`src/rtl/ctrl_pkg.sv`:
```
// Shared encodings for the multicycle RV32I control path: FSM states, opcodes,
// ALU operations and datapath mux selects.
package ctrl_pkg;

   typedef enum logic [3:0] {
      S_FETCH     = 4'd0,
      S_DECODE    = 4'd1,
      S_MEM_ADR   = 4'd2,
      S_MEM_READ  = 4'd3,
      S_MEM_WB    = 4'd4,
      S_MEM_WRITE = 4'd5,
      S_EXEC_R    = 4'd6,
      S_EXEC_I    = 4'd7,
      S_ALU_WB    = 4'd8,
      S_JAL       = 4'd9,
      S_JALR      = 4'd10,
      S_JALR_LINK = 4'd11,
      S_BRANCH    = 4'd12,
      S_LUI       = 4'd13,
      S_AUIPC     = 4'd14,
      S_HALT      = 4'd15
   } state_t;

   localparam logic [6:0] OPC_LOAD   = 7'h03;
   localparam logic [6:0] OPC_FENCE  = 7'h0F;
   localparam logic [6:0] OPC_OP_IMM = 7'h13;
   localparam logic [6:0] OPC_AUIPC  = 7'h17;
   localparam logic [6:0] OPC_STORE  = 7'h23;
   localparam logic [6:0] OPC_OP     = 7'h33;
   localparam logic [6:0] OPC_LUI    = 7'h37;
   localparam logic [6:0] OPC_BRANCH = 7'h63;
   localparam logic [6:0] OPC_JALR   = 7'h67;
   localparam logic [6:0] OPC_JAL    = 7'h6F;
   localparam logic [6:0] OPC_SYSTEM = 7'h73;

   localparam logic [3:0] ALU_ADD    = 4'd0;
   localparam logic [3:0] ALU_SUB    = 4'd1;
   localparam logic [3:0] ALU_AND    = 4'd2;
   localparam logic [3:0] ALU_OR     = 4'd3;
   localparam logic [3:0] ALU_XOR    = 4'd4;
   localparam logic [3:0] ALU_SLL    = 4'd5;
   localparam logic [3:0] ALU_SRL    = 4'd6;
   localparam logic [3:0] ALU_SRA    = 4'd7;
   localparam logic [3:0] ALU_SLT    = 4'd8;
   localparam logic [3:0] ALU_SLTU   = 4'd9;
   localparam logic [3:0] ALU_PASS_B = 4'd10;

   localparam logic [2:0] IMM_I = 3'd0;
   localparam logic [2:0] IMM_S = 3'd1;
   localparam logic [2:0] IMM_B = 3'd2;
   localparam logic [2:0] IMM_U = 3'd3;
   localparam logic [2:0] IMM_J = 3'd4;

   localparam logic [1:0] SRC_A_OLD_PC = 2'd0;
   localparam logic [1:0] SRC_A_PC     = 2'd1;
   localparam logic [1:0] SRC_A_REG    = 2'd2;

   localparam logic [1:0] SRC_B_REG  = 2'd0;
   localparam logic [1:0] SRC_B_IMM  = 2'd1;
   localparam logic [1:0] SRC_B_FOUR = 2'd2;

   localparam logic [2:0] OUT_ALU_REG  = 3'd0;
   localparam logic [2:0] OUT_ALU_OUT  = 3'd1;
   localparam logic [2:0] OUT_DATA_REG = 3'd2;

   localparam logic [1:0] MEM_BYTE = 2'd0;
   localparam logic [1:0] MEM_HALF = 2'd1;
   localparam logic [1:0] MEM_WORD = 2'd2;

   // Only base (0x00) and alternate (0x20) R-type encodings are implemented.
   function automatic logic funct7_legal(input logic [6:0] f7);
      return (f7 == 7'h00) || (f7 == 7'h20);
   endfunction

endpackage

```
`src/rtl/alu_decoder.sv`:
```
// Maps funct3/funct7[5] to the ALU operation for register and immediate ALU ops.
module alu_decoder
   import ctrl_pkg::*;
(
   input  logic [2:0] funct3,
   input  logic       funct7_5,
   input  logic       is_op_imm,
   output logic [3:0] alu_ctrl
);

   always_comb begin
      alu_ctrl = ALU_ADD;
      case (funct3)
         3'b000:  alu_ctrl = (funct7_5 && !is_op_imm) ? ALU_SUB : ALU_ADD; // ADDI has no SUB form
         3'b001:  alu_ctrl = ALU_SLL;
         3'b010:  alu_ctrl = ALU_SLT;
         3'b011:  alu_ctrl = ALU_SLTU;
         3'b100:  alu_ctrl = ALU_XOR;
         3'b101:  alu_ctrl = funct7_5 ? ALU_SRA : ALU_SRL;
         3'b110:  alu_ctrl = ALU_OR;
         3'b111:  alu_ctrl = ALU_AND;
         default: alu_ctrl = ALU_ADD;
      endcase
   end

endmodule

```
`src/rtl/multicycle_control.sv`:
```
// Moore main control FSM for the multicycle RV32I core, one instruction phase
// per cycle, plus a retired-instruction counter and halt flag.
module multicycle_control
   import ctrl_pkg::*;
#(
   parameter int CNT_WIDTH = 32
) (
   input  logic                 clk,
   input  logic                 rst,
   input  logic [6:0]           opcode,
   input  logic [2:0]           funct3,
   input  logic [6:0]           funct7,
   input  logic                 zero_flag,
   input  logic                 alu_lt,
   output logic                 adr_src,
   output logic                 pc_write,
   output logic                 ir_write,
   output logic                 mem_write,
   output logic                 reg_write,
   output logic                 output_en,
   output logic [1:0]           mem_ctrl,
   output logic [2:0]           out_mux_sel,
   output logic [2:0]           imm_extend_sel,
   output logic [2:0]           load_extend_sel,
   output logic [1:0]           alu_src_a_sel,
   output logic [1:0]           alu_src_b_sel,
   output logic [3:0]           alu_ctrl,
   output logic [3:0]           state,
   output logic                 halted,
   output logic                 instr_retired,
   output logic [CNT_WIDTH-1:0] instret_count
);

   state_t     cur, nxt;
   logic [3:0] dec_alu;
   logic       pc_wr_raw, ir_wr_raw, mem_wr_raw, reg_wr_raw;

   alu_decoder u_alu_dec (
      .funct3   (funct3),
      .funct7_5 (funct7[5]),
      .is_op_imm(cur == S_EXEC_I),
      .alu_ctrl (dec_alu)
   );

   always_ff @(posedge clk) begin
      if (rst) cur <= S_FETCH;
      else     cur <= nxt;
   end

   always_ff @(posedge clk) begin
      if (rst)                instret_count <= '0;
      else if (instr_retired) instret_count <= instret_count + {{(CNT_WIDTH-1){1'b0}}, 1'b1};
   end

   always_comb begin
      nxt             = cur;
      adr_src         = 1'b0;
      pc_wr_raw       = 1'b0;
      ir_wr_raw       = 1'b0;
      mem_wr_raw      = 1'b0;
      reg_wr_raw      = 1'b0;
      mem_ctrl        = MEM_BYTE;
      out_mux_sel     = OUT_ALU_REG;
      imm_extend_sel  = IMM_I;
      load_extend_sel = 3'd0;
      alu_src_a_sel   = SRC_A_OLD_PC;
      alu_src_b_sel   = SRC_B_REG;
      alu_ctrl        = ALU_ADD;
      halted          = 1'b0;
      case (cur)
         S_FETCH: begin
            ir_wr_raw     = 1'b1;
            pc_wr_raw     = 1'b1;
            alu_src_a_sel = SRC_A_PC;
            alu_src_b_sel = SRC_B_FOUR;
            out_mux_sel   = OUT_ALU_OUT;
            nxt           = S_DECODE;
         end
         S_DECODE: begin
            // Precompute the JAL/branch target into alu_reg while decoding.
            alu_src_b_sel  = SRC_B_IMM;
            imm_extend_sel = (opcode == OPC_JAL) ? IMM_J : IMM_B;
            case (opcode)
               OPC_LOAD, OPC_STORE: nxt = S_MEM_ADR;
               OPC_OP:              nxt = funct7_legal(funct7) ? S_EXEC_R : S_HALT;
               OPC_OP_IMM:          nxt = S_EXEC_I;
               OPC_BRANCH:          nxt = S_BRANCH;
               OPC_JAL:             nxt = S_JAL;
               OPC_JALR:            nxt = S_JALR;
               OPC_LUI:             nxt = S_LUI;
               OPC_AUIPC:           nxt = S_AUIPC;
               OPC_FENCE:           nxt = S_FETCH;
               default:             nxt = S_HALT;
            endcase
         end
         S_MEM_ADR: begin
            alu_src_a_sel  = SRC_A_REG;
            alu_src_b_sel  = SRC_B_IMM;
            imm_extend_sel = (opcode == OPC_STORE) ? IMM_S : IMM_I;
            nxt            = (opcode == OPC_STORE) ? S_MEM_WRITE : S_MEM_READ;
         end
         S_MEM_READ: begin
            adr_src         = 1'b1;
            load_extend_sel = funct3;
            nxt             = S_MEM_WB;
         end
         S_MEM_WB: begin
            out_mux_sel = OUT_DATA_REG;
            reg_wr_raw  = 1'b1;
            nxt         = S_FETCH;
         end
         S_MEM_WRITE: begin
            adr_src    = 1'b1;
            mem_wr_raw = 1'b1;
            mem_ctrl   = funct3[1:0];
            nxt        = S_FETCH;
         end
         S_EXEC_R: begin
            alu_src_a_sel = SRC_A_REG;
            alu_ctrl      = dec_alu;
            nxt           = S_ALU_WB;
         end
         S_EXEC_I: begin
            alu_src_a_sel = SRC_A_REG;
            alu_src_b_sel = SRC_B_IMM;
            alu_ctrl      = dec_alu;
            nxt           = S_ALU_WB;
         end
         S_ALU_WB: begin
            reg_wr_raw = 1'b1;
            nxt        = S_FETCH;
         end
         S_JAL: begin
            pc_wr_raw     = 1'b1;
            alu_src_b_sel = SRC_B_FOUR;
            nxt           = S_ALU_WB;
         end
         S_JALR: begin
            alu_src_a_sel = SRC_A_REG;
            alu_src_b_sel = SRC_B_IMM;
            out_mux_sel   = OUT_ALU_OUT;
            pc_wr_raw     = 1'b1;
            nxt           = S_JALR_LINK;
         end
         S_JALR_LINK: begin
            alu_src_b_sel = SRC_B_FOUR;
            out_mux_sel   = OUT_ALU_OUT;
            reg_wr_raw    = 1'b1;
            nxt           = S_FETCH;
         end
         S_BRANCH: begin
            alu_src_a_sel = SRC_A_REG;
            case (funct3)
               3'b000:  begin alu_ctrl = ALU_SUB;  pc_wr_raw = zero_flag;  end
               3'b001:  begin alu_ctrl = ALU_SUB;  pc_wr_raw = !zero_flag; end
               3'b100:  begin alu_ctrl = ALU_SLT;  pc_wr_raw = alu_lt;     end
               3'b101:  begin alu_ctrl = ALU_SLT;  pc_wr_raw = !alu_lt;    end
               3'b110:  begin alu_ctrl = ALU_SLTU; pc_wr_raw = alu_lt;     end
               3'b111:  begin alu_ctrl = ALU_SLTU; pc_wr_raw = !alu_lt;    end
               default: begin alu_ctrl = ALU_ADD;  pc_wr_raw = 1'b0;       end
            endcase
            nxt = S_FETCH;
         end
         S_LUI: begin
            alu_src_b_sel  = SRC_B_IMM;
            imm_extend_sel = IMM_U;
            alu_ctrl       = ALU_PASS_B;
            out_mux_sel    = OUT_ALU_OUT;
            reg_wr_raw     = 1'b1;
            nxt            = S_FETCH;
         end
         S_AUIPC: begin
            alu_src_b_sel  = SRC_B_IMM;
            imm_extend_sel = IMM_U;
            out_mux_sel    = OUT_ALU_OUT;
            reg_wr_raw     = 1'b1;
            nxt            = S_FETCH;
         end
         S_HALT: begin
            halted = 1'b1;
            nxt    = S_HALT;
         end
         default: nxt = S_HALT;
      endcase
   end

   // Reset suppresses every write so an interrupted instruction leaves no trace.
   assign pc_write      = pc_wr_raw  & ~rst;
   assign ir_write      = ir_wr_raw  & ~rst;
   assign mem_write     = mem_wr_raw & ~rst;
   assign reg_write     = reg_wr_raw & ~rst;
   assign output_en     = reg_write;
   assign instr_retired = (nxt == S_FETCH) && (cur != S_FETCH) && !rst;
   assign state         = cur;

endmodule

```
`config.mk`:
```
export PLATFORM = sky130hd
export DESIGN_NAME = multicycle_control
export DESIGN_NICKNAME = d
export VERILOG_FILES = /design/src/rtl/ctrl_pkg.sv /design/src/rtl/alu_decoder.sv /design/src/rtl/multicycle_control.sv
export SDC_FILE = /design/constraint.sdc
export NUM_CORES = 1
export LEC_CHECK = 0
export ABC_AREA = 1
export CORE_MARGIN = 2
export CORE_UTILIZATION = 44
export CTS_CLUSTER_SIZE = 24
export DETAILED_ROUTE_END_ITERATION = 7
export PLACE_DENSITY = 0.78
export SLEW_MARGIN = 20
export SYNTH_ARGS = -nofsm -noshare
export SYNTH_HDL_FRONTEND = slang
export SYNTH_HIERARCHICAL = 1
export SYNTH_SLANG_ARGS = --single-unit
```
`constraint.sdc`:
```
create_clock -name clk -period 1.9 [get_ports clk]
set_input_delay 0.475 -clock clk [delete_from_list [all_inputs] [get_ports clk]]
set_output_delay 0.475 -clock clk [all_outputs]
set_load 0.01 [all_outputs]
```
# --- After elaboration in Yosys (flattened, before gate mapping) ---
# Index checks and enable logic that the tools add are counted.
op_classes:
  n_addsub: 1
  eq_ne: 33
  n_mux: 24
  n_bitwise: 5
  reduce_logical: 30
ops:
  columns: ["op", "n"]
  rows:
  - ["$pmux 4 s8", 2]
  - ["$pmux 4 s9", 1]
  - ["$add 32x1->32 const B", 1]
  - ["$eq 4x4->1 const B", 8]
  - ["$eq 7x6->1 const B", 4]
  - ["$pmux 4 s3", 2]
  - ["$eq 7x7->1 const B", 3]
  - ["$reduce_or 2->1", 9]
  - ["$eq 4x3->1 const B", 4]
  - ["$reduce_or 5->1", 3]
  - ["$eq 7x5->1 const B", 2]
  - ["$eq 3x3->1 const B", 4]
  - ["$pmux 2 s2", 3]
  - ["$mux 3", 3]
  - ["$pmux 3 s3", 1]
  - ["$reduce_or 3->1", 3]
  - ["$eq 4x2->1 const B", 2]
  - ["$logic_not 4->1", 2]
  - ["$mux 1", 8]
  - ["$eq 7x2->1 const B", 1]
  - ["$eq 7x4->1 const B", 1]
  - ["$logic_not 7->1", 1]
  - ["$reduce_or 7->1", 1]
  - ["$eq 3x2->1 const B", 2]
  - ["other kinds (14)", 22]
word_totals:
  register_bits: 36
  in_bits: 21
  out_inout_bits: 63
  word_cells: 95

# --- Longest topological paths before layout ---
depth:
  depth_word: 8
  ltp_mapped: 14
  depth_no_buf: 14

# --- Hierarchy ---
# The synthesis kept the hierarchy.
by_module_without_submodules:
  columns: ["mod", "n_inst", "cells_each", "area_each_um2", "seq_area_each_um2"]
  rows:
  - ["multicycle_control", 1, 456, 2864.0, 720.7]
  - ["alu_decoder", 1, 13, 56.3, 0.0]

# --- Least setup slack after synthesis ---
# OpenSTA, ideal clock, no wires.
synth_path:
  kind: "input port to output port"
  from: "input funct7[1]"
  to: "output instr_retired"
  t_arrival_ps: 1523
  required_time_ps: 1425
  setup_slack_ps: -98
  cell_stages: 8
  path_buffers: 0
  path_cell_list: "or2_0 > nor2_1 > nor2_1 > o21ai_1 > nand3_2 > nor2_8 > nand2_4 > inv_1"
synth_between:
  elab_chain_len: 8
  word_cells_on_any_way: 9
  classes_between: "eq/ne (1); mux (3); reduce/logical (5)"
synth_lines:
  columns: ["element", "line", "source"]
  rows:
  - ["start: declaration", "multicycle_control.sv:12", "input logic [6:0] funct7,"]
  - ["$eq 7x6->1 or $logic_not 7->1 (tied branches)", "ctrl_pkg.sv:72", "return (f7 == 7'h00) || (f7 == 7'h20);"]
  - ["$logic_or 1x1->1 *", "ctrl_pkg.sv:72", null]
  - ["$mux 4 *", "multicycle_control.sv:85", "OPC_OP: nxt = funct7_legal(funct7) ? S_EXEC_R : S_HALT;"]
  - ["$pmux 4 s9 *", "multicycle_control.sv:83", "case (opcode)"]
  - ["$pmux 4 s8 *", "multicycle_control.sv:70", "case (cur)"]
  - ["$logic_not 4->1 *", "multicycle_control.sv:193", "assign instr_retired = (nxt == S_FETCH) && (cur != S_FETCH) && !rst;"]
  - ["$logic_and 1x1->1 * (2 in a row)", "multicycle_control.sv:193", null]
  - ["end: declaration", "multicycle_control.sv:30", "output logic instr_retired,"]
# Mark *: on every way between the ends. The rest lies on a longest branch, timed or not.

# --- Final worst setup path ---
layout_path:
  from: "input opcode[4]"
  to: "output instr_retired"
layout_between:
  elab_chain_len: 7
  word_cells_on_any_way: 17
  classes_between: "eq/ne (10); mux (3); reduce/logical (4)"
layout_lines:
  columns: ["element", "line", "source"]
  rows:
  - ["start: declaration", "multicycle_control.sv:10", "input logic [6:0] opcode,"]
  - ["$eq 7x6->1 or $eq 7x2->1 (tied branches)", "multicycle_control.sv:83, multicycle_control.sv:100", null]
  - ["$reduce_or 2->1", "multicycle_control.sv:83", null]
  - ["$pmux 4 s9", "multicycle_control.sv:83", null]
  - ["$pmux 4 s8 *", "multicycle_control.sv:70", null]
  - ["$logic_not 4->1 *", "multicycle_control.sv:193", null]
  - ["$logic_and 1x1->1 * (2 in a row)", "multicycle_control.sv:193", null]
# Marks and branches as above.

==> out/metrics.yaml <==
nets: 640
path_buf_inv: 5
track_usage_pct: 29.02
grt_remaining_overflow: 0
cp.required_ns: 1.42
layout_commonest_cell: "nand2_1"
port_buffers: 82
grt_pass1_wl_um: 17360
drt_iter0_markers: 403
r2r_slack_ns: -0.11
ctsHoldBuffers: 0
critical_path_class: "in -> out"
finalHoldViolCount: 0
clkLatencyLatePin_ns: 0.30
cpMaxStageDelayCell: "nor2_2"
drv_slew: 0
crit_fanout: 4
fin_total_pwr_uw: 5095
vias_per_cell: 5.625
row_count: 29
synth_flop_cell: "dfxtp_1"
vias: 3915
cts.path.max_buffers: 2
finalCriticalPeriod_ns: 2.257
mostFrequentLayoutCells: "107 x nand2_1, 62 x buf_4, 44 x nand3_1"
drv_cap: 0
ir_drop_v: 0.001301
async_flop_share_pct: 0
synth_area_per_cell_um2: 6.227
fin_area_mm2: 0.004751
start_util_pct: 45.73
diodes: 0
first_pass_iters: 5
h-tree-depth: 2
synth.distinct_cells: 37
cp_cell_sequence: "buf_4, inv_2, nand3_2, inv_2, nand2_2, nand3_2, nor2_2, nand2_2, nand2_2, nand2_4, nor2_8, nand2_4, inv_4, buf_6"
area_delta_synth_final_pct: 62.68
syn_area_mm2: 0.002920
yosysWarningCount: 6
start_kind: "input port"
placed_area_mm2: 0.004141
period_share_pct: 118.8
worstReg2RegStart: "state[1]"
cts.sinks: 36
antenna_found_initial: 0
fill_cells: 440
syn_inst: 469
setup_tns_ns: -6.011
reg2reg_to: "state[1]"
syn-num-nets: 491
p_leak_uw: 0.002049
cp.arrival_ns: 1.78
root_buffer: "clkbuf_8"
layout_setup_ws_ns: -0.3574
drt_wl_total_um: 11620
synth-seq-cells: 36
dp_hpwl_um: 7146
finClkSkew_ns: 0.004377
setup_viol: 52
hold-worst-slack_ns: 0.5133
yosysTopAreaCell: "dfxtp_1"
path_delay_family: "simple AND/OR/NAND/NOR gates"
die_h_um: 85.47
fin_util_pct: 74.39
worst_hold_path.num_cells: 2
max_freq_mhz: 443.0
grt_max_degree: 33
finalWeightedCongestion: 0.9529
die-area_mm2: 0.007305
status: "finished, violations left"
grt_setup_unrepaired: "true"
hold_path_end: "instret_count[4]"
synth_top_area_share_pct: 24.68
power.density_mw_per_mm2: 1072
cp_slowest_stage_delay_ns: 0.17
ios: 84
cp-startpoint: "opcode[4]"
violations: "setup timing"
grt_pass1_vias: 3760
cts_tree: "yes"
die_w_um: 85.47
endpoint_kind: "primary output"
crit_top_cell: "nand2_2"
cts_made_buffers: 5
clk_pin_slew_ns: 0.08
worst_hold_path_type: "reg -> reg"
ant_nets: 0
synth.area.top_cells: "dfxtp_1 25%, nand2_1 16%, nor2_1 8.5%, nand3_1 8.2%, a21oi_1 5.8%"
drive_gt1_share_pct: 37.80
ys_seq_area_share_pct: 24.68
drc: 0
core-area_mm2: 0.006386
synth_edf_count: 0
reg2reg_depth: 12
min_from: "instret_count[4]"
routedWlPerCell_um: 16.69
repair_timing:
action | in CTS | in global routing
pin swaps | 37 | 30
gates resized for setup | 229 | 81
gates cloned | 0 | 0
endpoints found under the setup margin | 60 | 60
buffers inserted | 17 | 8
state kept, by name, indices dropped and copies added, names as in the netlist:
name / count
instret_count: 32
state: 4
cells by family (layout without fill, tap and decap cells):
logic type               after synthesis  count (layout)  share of synthesized area, %
AO/OA/AOI/OAI                         50              50                         9.426
flip-flops                            36              36                         24.68
buffers and inverters                 60             210                         10.58
adder cells (fa/ha/maj)                1               1                        0.4284
AND/OR/NAND/NOR                      291             291                         45.76
other                                  1               1                        0.1284
XOR/XNOR                              30              30                         8.997
worst reg2reg max path, delay by kind of cell (launching register included):
family	cells	cell delay (ns)
compound gates	2	0.23
buf+inv	7	0.82
flops	1	0.43
simple gates	3	0.43
cells in the mapped netlist, types with 2 or more instances:
| cell type | number |
|---|---|
| nand2_1 | 124 |
| nor2_1 | 66 |
| nand3_1 | 48 |
| dfxtp_1 | 36 |
| inv_1 | 35 |
| a21oi_1 | 34 |
| xor2_1 | 17 |
| nor3_1 | 15 |
| xnor2_1 | 13 |
| nand2_2 | 11 |
| buf_6 | 9 |
| inv_2 | 8 |
| nand4_1 | 6 |
| nand3_2 | 5 |
| buf_4 | 4 |
| nor2_2 | 4 |
| o21ai_0 | 4 |
| a21oi_2 | 3 |
| nor2_4 | 3 |
| o21ai_1 | 3 |
| clkbuf_1 | 2 |
| nand3b_1 | 2 |
| nor2_8 | 2 |
| or2_0 | 2 |
final cells by class:
class | instances | area (um2) | area share (%)
multi-input cells | 373 | 2267 | 47.72
clock buffers | 6 | 72.57 | 1.528
clock inverters | 2 | 35.03 | 0.7374
inverters | 44 | 172.7 | 3.634
flip-flops and latches | 36 | 735.7 | 15.49
well taps | 77 | 96.34 | 2.028
repair buffers | 158 | 1371 | 28.86
per-layer routing:
metal / part of all wire [%] / vias to the layer above / GRT usage (%)
li1: - / 1796 / -
met1: 38 / 1835 / 33.02
met2: 51 / 232 / 53.48
met3: 7.1 / 52 / 4.864
met4: 4.1 / 0 / 11.40
met5: 0 / - / 0
per-stage QoR:
stage,instances,setup WS (ns)
after floorplan,469,-0.01481
after global placement,669,-0.9993
after detailed placement,669,-1.093
after CTS,691,-0.2289
after global routing,696,-0.3975
final,696,-0.3574
worst max-delay path by stage:
stage / endpoint / slack, ns / cells past startpoint
global route: instr_retired / -0.40 / 14
floorplan: instr_retired / -0.01 / 10
CTS: instr_retired / -0.23 / 12
detailed placement: instr_retired / -1.09 / 14
finish: instr_retired / -0.36 / 14
global placement: instr_retired / -1.0 / 13
where the power goes:
group	leakage [uW]	switching, uW	internal, uW
Clock	0.0000552	297	390
Sequential	0.000294	117	833
Combinational	0.00170	1940	1520
Total	0.00205	2350	2740
Note: power is estimated with default switching activity, not from simulation.
